## src/rtl/keypad_pkg.sv

```systemverilog
// ---------------------------------------------------------------------------
// keypad_pkg
// Shared definitions for the 4x3 keypad matrix controller: FSM state type,
// matrix geometry, special key codes and the row/column to key-code map.
// No ports (package).
// ---------------------------------------------------------------------------
package keypad_pkg;

    localparam int ROW_W     = 4;
    localparam int COL_W     = 3;
    localparam int ROW_IDX_W = 2;
    localparam int CODE_W    = 4;

    localparam logic [CODE_W-1:0] KEY_STAR = 4'd10;
    localparam logic [CODE_W-1:0] KEY_HASH = 4'd11;

    typedef enum logic [1:0] {
        SCAN     = 2'd0,
        DEBOUNCE = 2'd1,
        HELD     = 2'd2,
        RELEASE  = 2'd3
    } kp_state_t;

    // True when exactly one column line is active.
    function automatic logic is_one_hot(input logic [COL_W-1:0] v);
        return (v != '0) && ((v & (v - 3'd1)) == '0);
    endfunction

    // Row index plus one-hot column to key code. Rows 0..2 give the digits
    // 1..9 in reading order; the bottom row is '*', '0', '#'.
    function automatic logic [CODE_W-1:0] key_map(input logic [ROW_IDX_W-1:0] row,
                                                  input logic [COL_W-1:0]     col_oh);
        logic [1:0]        c;
        logic [CODE_W-1:0] code;
        c = col_oh[2] ? 2'd2 : (col_oh[1] ? 2'd1 : 2'd0);
        if (row == 2'd3) begin
            case (c)
                2'd0:    code = KEY_STAR;
                2'd1:    code = 4'd0;
                default: code = KEY_HASH;
            endcase
        end else begin
            code = (CODE_W'(row) * 4'd3) + CODE_W'(c) + 4'd1;
        end
        return code;
    endfunction

endpackage

```

## src/rtl/keypad_col_sync.sv

```systemverilog
// ---------------------------------------------------------------------------
// keypad_col_sync
// Two-flop synchronizer for the raw keypad column lines, which are
// asynchronous to clk.
// Ports:
//   clk    - system clock
//   rst    - asynchronous active-low reset, clears both flop stages
//   col_in - raw column lines
//   col_s  - synchronized column lines
// ---------------------------------------------------------------------------
module keypad_col_sync
    import keypad_pkg::*;
(
    input  logic             clk,
    input  logic             rst,
    input  logic [COL_W-1:0] col_in,
    output logic [COL_W-1:0] col_s
);

    logic [COL_W-1:0] meta;

    always_ff @(posedge clk or negedge rst) begin
        if (!rst) begin
            meta  <= '0;
            col_s <= '0;
        end else begin
            meta  <= col_in;
            col_s <= meta;
        end
    end

endmodule

```

## src/rtl/keypad_matrix_ctrl.sv

```systemverilog
// ---------------------------------------------------------------------------
// keypad_matrix_ctrl
// Scans a 4-row x 3-column keypad, debounces presses and releases, and
// reports each accepted key once.
// Parameters:
//   SCAN_DIV     - clk cycles each row is driven (>= 4)
//   DEBOUNCE_CNT - consecutive matching dwell-end samples to accept a press
//                  or a release (>= 1)
// Ports:
//   clk       - system clock
//   rst       - asynchronous active-low reset
//   col_in    - raw column lines, active-high, bit0 = left column
//   row_out   - one-hot active-high row drive, bit0 = top row
//   key_code  - code of the last accepted key
//   key_valid - one-cycle pulse with each newly accepted key_code
//   key_held  - high while the accepted key remains pressed
//
// state    | meaning
// ---------+-----------------------------------------------------------
// SCAN     | rotating row drive, looking for a single active column
// DEBOUNCE | row frozen, counting samples that repeat the captured column
// HELD     | key accepted, row frozen, waiting for an all-zero sample
// RELEASE  | row frozen, counting consecutive all-zero samples
// ---------------------------------------------------------------------------
module keypad_matrix_ctrl
    import keypad_pkg::*;
#(
    parameter int SCAN_DIV     = 1000,
    parameter int DEBOUNCE_CNT = 4
)(
    input  logic              clk,
    input  logic              rst,
    input  logic [COL_W-1:0]  col_in,
    output logic [ROW_W-1:0]  row_out,
    output logic [CODE_W-1:0] key_code,
    output logic              key_valid,
    output logic              key_held
);

    localparam int DWELL_W = $clog2(SCAN_DIV);
    localparam int DB_W    = $clog2(DEBOUNCE_CNT + 1);

    localparam logic [DWELL_W-1:0] DWELL_LAST = DWELL_W'(SCAN_DIV - 1);
    localparam logic [DB_W-1:0]    DB_TARGET  = DB_W'(DEBOUNCE_CNT);
    localparam logic [DB_W-1:0]    DB_ONE     = DB_W'(1);

    logic [COL_W-1:0]     col_s;
    logic [DWELL_W-1:0]   dwell_cnt;
    logic                 dwell_end;

    kp_state_t            state, state_n;
    logic [ROW_IDX_W-1:0] row_idx, row_idx_n;
    logic [ROW_IDX_W-1:0] cap_row, cap_row_n;
    logic [COL_W-1:0]     cap_col, cap_col_n;
    logic [DB_W-1:0]      stable_cnt, stable_n;
    logic [DB_W-1:0]      release_cnt, release_n;
    logic [CODE_W-1:0]    key_code_n;
    logic                 key_valid_n;
    logic                 key_held_n;
    logic [DB_W-1:0]      stable_inc;
    logic [DB_W-1:0]      release_inc;

    keypad_col_sync u_col_sync (
        .clk    (clk),
        .rst    (rst),
        .col_in (col_in),
        .col_s  (col_s)
    );

    // Free-running dwell counter; every decision happens on its last count.
    always_ff @(posedge clk or negedge rst) begin
        if (!rst) begin
            dwell_cnt <= '0;
        end else if (dwell_end) begin
            dwell_cnt <= '0;
        end else begin
            dwell_cnt <= dwell_cnt + DWELL_W'(1);
        end
    end

    assign dwell_end = (dwell_cnt == DWELL_LAST);

    assign row_out = ROW_W'(1) << row_idx;

    always_ff @(posedge clk or negedge rst) begin
        if (!rst) begin
            state       <= SCAN;
            row_idx     <= '0;
            cap_row     <= '0;
            cap_col     <= '0;
            stable_cnt  <= '0;
            release_cnt <= '0;
            key_code    <= '0;
            key_valid   <= 1'b0;
            key_held    <= 1'b0;
        end else begin
            state       <= state_n;
            row_idx     <= row_idx_n;
            cap_row     <= cap_row_n;
            cap_col     <= cap_col_n;
            stable_cnt  <= stable_n;
            release_cnt <= release_n;
            key_code    <= key_code_n;
            key_valid   <= key_valid_n;
            key_held    <= key_held_n;
        end
    end

    assign stable_inc  = stable_cnt + DB_ONE;
    assign release_inc = release_cnt + DB_ONE;

    always_comb begin
        state_n     = state;
        row_idx_n   = row_idx;
        cap_row_n   = cap_row;
        cap_col_n   = cap_col;
        stable_n    = stable_cnt;
        release_n   = release_cnt;
        key_code_n  = key_code;
        key_valid_n = 1'b0;
        key_held_n  = key_held;

        if (dwell_end) begin
            case (state)
                SCAN: begin
                    if (is_one_hot(col_s)) begin
                        cap_row_n = row_idx;
                        cap_col_n = col_s;
                        stable_n  = DB_ONE;
                        // A single-sample debounce accepts on the detecting sample.
                        if (DB_ONE == DB_TARGET) begin
                            key_code_n  = key_map(row_idx, col_s);
                            key_valid_n = 1'b1;
                            key_held_n  = 1'b1;
                            state_n     = HELD;
                        end else begin
                            state_n = DEBOUNCE;
                        end
                    end else begin
                        row_idx_n = row_idx + 2'd1;
                    end
                end

                DEBOUNCE: begin
                    if (col_s == cap_col) begin
                        stable_n = stable_inc;
                        if (stable_inc == DB_TARGET) begin
                            key_code_n  = key_map(cap_row, cap_col);
                            key_valid_n = 1'b1;
                            key_held_n  = 1'b1;
                            state_n     = HELD;
                        end
                    end else begin
                        stable_n  = '0;
                        row_idx_n = row_idx + 2'd1;
                        state_n   = SCAN;
                    end
                end

                HELD: begin
                    if (col_s == '0) begin
                        release_n = DB_ONE;
                        if (DB_ONE == DB_TARGET) begin
                            key_held_n = 1'b0;
                            stable_n   = '0;
                            release_n  = '0;
                            row_idx_n  = row_idx + 2'd1;
                            state_n    = SCAN;
                        end else begin
                            state_n = RELEASE;
                        end
                    end
                end

                RELEASE: begin
                    if (col_s == '0) begin
                        release_n = release_inc;
                        if (release_inc == DB_TARGET) begin
                            key_held_n = 1'b0;
                            stable_n   = '0;
                            release_n  = '0;
                            row_idx_n  = row_idx + 2'd1;
                            state_n    = SCAN;
                        end
                    end else begin
                        // Bounce during release: the key is still considered held.
                        release_n = '0;
                        state_n   = HELD;
                    end
                end

                default: begin
                    state_n = SCAN;
                end
            endcase
        end
    end

endmodule

```

## config.mk

```make
export PLATFORM = sky130hd
export DESIGN_NAME = keypad_matrix_ctrl
export DESIGN_NICKNAME = d
export VERILOG_FILES = /design/src/rtl/keypad_pkg.sv /design/src/rtl/keypad_col_sync.sv /design/src/rtl/keypad_matrix_ctrl.sv
export SDC_FILE = /design/constraint.sdc
export NUM_CORES = 1
export LEC_CHECK = 0
export BUFFER_PORTS_ARGS = -buffer_cell sky130_fd_sc_hd__buf_2
export CAP_MARGIN = 20
export CORE_MARGIN = 1
export CORE_UTILIZATION = 45
export DETAILED_ROUTE_END_ITERATION = 10
export MAX_ROUTING_LAYER = met4
export PLACE_DENSITY = 0.69
export SYNTH_ARGS = -nofsm -noshare
export SYNTH_HDL_FRONTEND = slang
export SYNTH_SLANG_ARGS = --single-unit
```

## constraint.sdc

```tcl
create_clock -name clk -period 5 [get_ports clk]
set_clock_uncertainty 0.05 [all_clocks]
set_input_delay 0.5 -clock clk [delete_from_list [all_inputs] [get_ports clk]]
set_output_delay 0.5 -clock clk [all_outputs]
set_load 0.02 [all_outputs]
```

# ---- Word level (Yosys, flattened, before mapping)
# Index checks and enable logic that the tools add are counted.
dict set report totals {
  wordCells 92
  out_inout_bits 10
  regBits 37
  in_bits 5
}
dict set report op_classes {
  n_shift 1
  mux 35
  add_sub_neg 7
  bitwise 1
  n_mul 1
  n_eq_ne 19
  reduce_logical 16
}
# op count
set op_table {}
lappend op_table {{two-way mux 2 bit} 11}
lappend op_table {{two-way mux 3 bit} 7}
lappend op_table {{!= test 2 bit (second input constant)} 8}
lappend op_table {{AND reduction 6 bit} 2}
lappend op_table {{adder 10 x 1 -> 10 bit (second input constant)} 1}
lappend op_table {{== test 10 bit (second input constant)} 1}
lappend op_table {{two-way mux 10 bit} 1}
lappend op_table {{AND reduction 5 bit} 2}
lappend op_table {{two-way mux 1 bit} 9}
lappend op_table {{one-hot mux 3 bit (3 select lines)} 1}
lappend op_table {{one-hot mux 2 bit (4 select lines)} 1}
lappend op_table {{one-hot mux 4 bit (2 select lines)} 1}
lappend op_table {{adder 3 x 1 -> 3 bit (second input constant)} 2}
lappend op_table {{== test 2 bit (second input constant)} 3}
lappend op_table {{== test 3 bit (second input constant)} 2}
lappend op_table {{logical NOT 3 bit} 2}
lappend op_table {{!= test 3 bit (second input constant)} 2}
lappend op_table {{one-hot mux 2 bit (3 select lines)} 1}
lappend op_table {{one-hot mux 3 bit (2 select lines)} 1}
lappend op_table {{AND reduction 3 bit} 2}
lappend op_table {{nonzero test 3 bit} 2}
lappend op_table {{adder 4 x 1 -> 4 bit (second input constant)} 1}
lappend op_table {{adder 4 x 2 -> 4 bit} 1}
lappend op_table {{== test 2 x 1 -> 1 bit (second input constant)} 2}
lappend op_table {{12 further kinds} 14}

# ---- Depth between registers and ports, before layout
dict set report logic_depth {
  ltp_word 6
  mapped_depth 8
  depth_no_buf 8
}

# ---- Modules after synthesis
# From an unflattened synthesis, not the netlist that was laid out.
dict set report hier_totals {
  cells_unflattened 186
  area_unflattened_um2 2028.2
}
# module area_each_um2 n_inst cells_each seq_area_each_um2
set by_module_without_submodules {}
lappend by_module_without_submodules {keypad_matrix_ctrl 1878.1 1 180 775.7}
lappend by_module_without_submodules {keypad_col_sync 150.1 1 6 150.1}

# ---- Least setup slack after synthesis
# OpenSTA, ideal clock, no wires.
dict set report synth_timing {
  path_type {register -> register}
  startpoint {register cap_row[0]}
  endpoint {register key_code[3]}
  n_path_buf 0
  required_time_ns 4.825
  synth_period_minus_slack_ns 2.152
  setup_ns 0.125
  setup_slack_ns 2.848
  stages_incl_launch_ff 9
  arrival_ns 1.977
  cell_sequence {dfrtp_1 inv_1 fa_1 inv_1 ha_1 a21o_1 a211oi_1 a21oi_1 mux2_2}
}
dict set report synth_via {
  elab_chain_len 4
  elab_cells_between_ends 5
  classes_between {2 x add/sub; 1 x mul; 1 x eq/ne; 1 x mux}
}
# element line_no
set synth_rtl {}
lappend synth_rtl {{start, declared} keypad_matrix_ctrl.sv:53} ;# logic [ROW_IDX_W-1:0] cap_row, cap_row_n;
lappend synth_rtl {{start signal, assigned} keypad_matrix_ctrl.sv:99} ;# cap_row <= cap_row_n;
lappend synth_rtl {{multiplier 2 x 2 -> 4 bit} keypad_pkg.sv:43} ;# code = (CODE_W'(row) * 4'd3) + CODE_W'(c) + 4'd1;
lappend synth_rtl {{adder 4 x 2 -> 4 bit} keypad_pkg.sv:43}
lappend synth_rtl {{adder 4 x 1 -> 4 bit} keypad_pkg.sv:43}
lappend synth_rtl {{two-way mux 4 bit *} keypad_pkg.sv:36} ;# if (row == 2'd3) begin
lappend synth_rtl {{end signal, assigned} keypad_matrix_ctrl.sv:103} ;# key_code <= key_code_n;
lappend synth_rtl {{end, declared} keypad_matrix_ctrl.sv:35} ;# output logic [CODE_W-1:0] key_code,
# Every way passes the cells marked *; elsewhere a longest branch is shown, timed or not.
# A chain may end at the register's enable or synchronous reset.

# ---- Worst setup path after layout
dict set report layout_timing {
  startpoint {register dwell_cnt[0]}
  endpoint {register key_code[2]}
}
dict set report layout_via {
  elab_chain_len 2
}
# element line_no
set layout_rtl {}
lappend layout_rtl {{start, declared} keypad_matrix_ctrl.sv:48} ;# logic [DWELL_W-1:0] dwell_cnt;
lappend layout_rtl {{start signal, assigned} keypad_matrix_ctrl.sv:77} ;# dwell_cnt <= dwell_cnt + DWELL_W'(1);
lappend layout_rtl {{== test 10 bit} keypad_matrix_ctrl.sv:81} ;# assign dwell_end = (dwell_cnt == DWELL_LAST);
lappend layout_rtl {{AND reduction 4 bit (no line)} n/a}
# Every way passes these cells.

==> run summary <==
===========================================================================================
Commonest non-fill, non-tap cells in the layout .............................. dfrtp_1, buf_2, ha_1
I/O Pins .....................................................................           15
Fill cell total of the finished layout .......................................          398
Adder-Cell Fraction of Synth Area ............................................       9.957%
Share of the core filled with cells in the final layout ......................       51.49%
Synthesized netlist cell count ...............................................          181
Number of clock sinks ........................................................           37
Buffers added on ports .......................................................           14
Run status ................................................................... complete, no violations
Sum of met2 wire segment lengths after detailed routing ......................      1652 µm
Final setup violation count ..................................................            0
Max-cap violations ...........................................................            0
Capture instance of the worst register-to-register path ......................  key_code[2]
Number of distinct library cells after synthesis .............................           47
Setup TNS after final layout .................................................         0 ns
Antenna-violating nets left ..................................................            0
Register-to-register path setup slack ........................................      2.68 ns
Share of the synthesized area in compound gates (AO/OA/AOI/OAI) ..............       9.711%
Overflow after GRT ...........................................................            0
Antenna diodes ...............................................................            0
Global Route Usage Sum .......................................................       16.89%
Router iterations before antenna repair ......................................            4
Setup Buffers After CTS ......................................................            0
Unrepaired setup endpoints after global routing ..............................           no
Library cell with the largest summed area after synthesis ....................      dfrtp_1
Worst Setup Path Type ........................................................      reg2reg
Leakage power total ..........................................................     1.085 nW
Final setup margin ...........................................................     2.678 ns
Simple-gate share of the synthesized area ....................................       15.98%
Effective utilization at floorplan ...........................................       46.75%
Number of endpoints with negative hold slack in the final report .............            0
Crit path launch ............................................................. dwell_cnt[0]
Hold buffer count at CTS .....................................................            0
Syn nets .....................................................................          201
Area of the mapped netlist ................................................... 0.002036 mm²
Yosys Warn Count .............................................................            0
Synth Flop Type ..............................................................      dfrtp_1
Slew HR ......................................................................       46.19%
Worst Reg-to-Reg Cells .......................................................            6
Crit share post-route ........................................................       46.44%
Count of cells resized by post-cts repair ....................................            0
Maximum fanout count along the critical path .................................            7
Top cells by area, synth ..................................................... dfrtp_1, ha_1, mux2_2, xnor2_1, xor2_1
Crit. End Element ............................................................    flip-flop
Library cell contributing the largest single delay on the critical path ......       nor3_1
Synth top area share .........................................................       45.48%
Data required time at the worst endpoint .....................................      5.13 ns
Number of design-rule violations left by the first detailed-router iteration .           47
DR WL met3 ...................................................................       127 µm
CTS tree .....................................................................        built
Sequential fraction of the synthesis area ....................................       45.48%
Number of pins with negative max-slew slack in the final report ..............            0
Placer's final routability congestion estimate ...............................       0.7824
Core area .................................................................... 0.004354 mm²
Number of nets in the layout .................................................          215
Xor/xnor share of the synthesized area .......................................       6.023%
Cell row count ...............................................................           24
Routed wire length ...........................................................      3468 µm
Sum of net half-perimeters after detailed placement ..........................      2474 µm
Largest net degree at the start of global routing ............................           38
Skew-Pair Late Insertion Delay ...............................................      0.29 ns
Number of CTS-inserted buffers ...............................................            5
Die Outline Area ............................................................. 0.004797 mm²
Mean area per synthesized cell ...............................................    11.25 µm²
Sum of buffers and inverters on the critical path ............................            1
Fraction of synthesis flops using an asynchronous set or reset pin ...........       100.0%
Number of vias after detailed routing ........................................         1353
Cell Pwr Density ............................................................. 261.2 mW/mm²
Share of cell area taken by muxes after synthesis ............................       8.052%
Die Span X ...................................................................     69.26 µm
Mean routed wirelength per cell ..............................................     13.98 µm
Clock slew seen by the registers of the worst setup and hold paths ...........      0.07 ns
Share of layout cells above drive strength 1 .................................       19.39%
Classification of the worst-slack hold path ..................................     in2async
Via count of the first global-routing pass ...................................         1373
Synthesis-to-layout area growth ..............................................       10.14%
Peak clock frequency supported by timing .....................................    430.7 MHz
Maximum vdd drop .............................................................  0.0001567 V
Max layer used ...............................................................         met4
Data arrival, critical path ..................................................      2.45 ns
Number of logic stages on the critical path including buffering ..............            6
Dominant delay contributor by cell family on the critical path ............... simple AND/OR/NAND/NOR gates
Min Tclk post-route ..........................................................     2.322 ns
Number of flops mapped to enable cells by yosys ..............................            0
Setup WS pre-CTS .............................................................     2.681 ns
Length of routed wiring on met1 ..............................................      1617 µm
Max incr delay on CP .........................................................      0.50 ns
Detailed-route vias per instance .............................................        5.456
First-pass GRT wire length ...................................................      6092 µm
Reg2reg start ................................................................ dwell_cnt[0]
Most common cell after layout, fill and taps aside ...........................      dfrtp_1
Crit start category ..........................................................    flip-flop
Worst Tran Pin Value .........................................................    0.8072 ns
Synth Register Bits ..........................................................           37
Htree depth ..................................................................            2
Worst path cell trace ........................................................ ha_1 -> nand4b_1 -> nor3_1 -> buf_4 -> nand4_1 -> mux2_2
DIE HEIGHT ...................................................................     69.26 µm
Maximum number of buffers from clock root to sink ............................            2
Clock tree root buffer cell ..................................................     clkbuf_8
Combinational family with the most area after synthesis ...................... simple AND/OR/NAND/NOR gates
DRC violations left ..........................................................            0
Antenna violations before repair .............................................            0
===========================================================================================
stage by stage:
step	cells	hold WS (ns)	area, µm²	power [mW]
2_1_floorplan	181	0.1544	2036	0.3203
3_3_place_gp	240	0.2824	2126	0.3282
6_report	248	0.2414	2242	0.5858
4_1_cts	248	0.2477	2242	0.5975
5_1_grt	248	0.2465	2242	0.6106
3_5_place_dp	240	0.2878	2126	0.3285
how the worst max path moves through the flow:
stage / end / slack, ns
floorplan: key_code[3] / 2.85
global placement: key_code[3] / 2.76
detailed placement: key_code[2] / 2.68
CTS: key_code[2] / 2.67
global route: key_code[2] / 2.50
finish: key_code[2] / 2.68
kinds of logic (layout without fill, tap and decap cells):
group	Yosys count	after routing
muxes	15	15
DFF	37	37
and+or+nand+nor	55	55
buffers and inverters	20	35
adders and majority gates	15	15
xor gates and xnor gates	14	14
AOI/OAI and AO/OA	25	25
power by group:
part	leakage [nW]	switching, mW	internal (mW)
clock	0.0585	0.101	0.162
sequential	0.489	0.00427	0.302
combinational	0.537	0.0110	0.00553
layout make-up:
type	count	area, µm²	area share [%]
multi-input combinational	124	1012	45.15
clock inverter	1	30.03	1.339
sequential	37	925.9	41.29
clock buffer	7	86.33	3.850
inverter	12	45.04	2.009
timing repair buffer	15	77.57	3.460
tap	52	65.06	2.902
flip-flops by register name, summed over array words and instances, names as in the netlist:
name,flops
cap_col,3
cap_row,2
dwell_cnt,10
key_code,4
key_held,1
key_valid,1
release_cnt,3
row_idx,2
stable_cnt,3
state,2
u_col_sync.col_s,3
u_col_sync.meta,3
Yosys cell counts, drive strengths merged, types with 4 or more instances:
cell   number
ha         13
dfrtp      37
xor2        6
o21ai       6
inv        12
nor2       11
nand3       5
nand2       6
buf         7
mux2       11
nor3        5
mux2i       4
xnor2       8
nand4       5
routing by layer:
metal,track usage [%],up-vias
li1,-,670
met1,19.10,650
met2,27.08,27
met3,5.814,6
met4,7.483,0
met5,-,-
No activity file was read; power rests on OpenSTA's default activity.
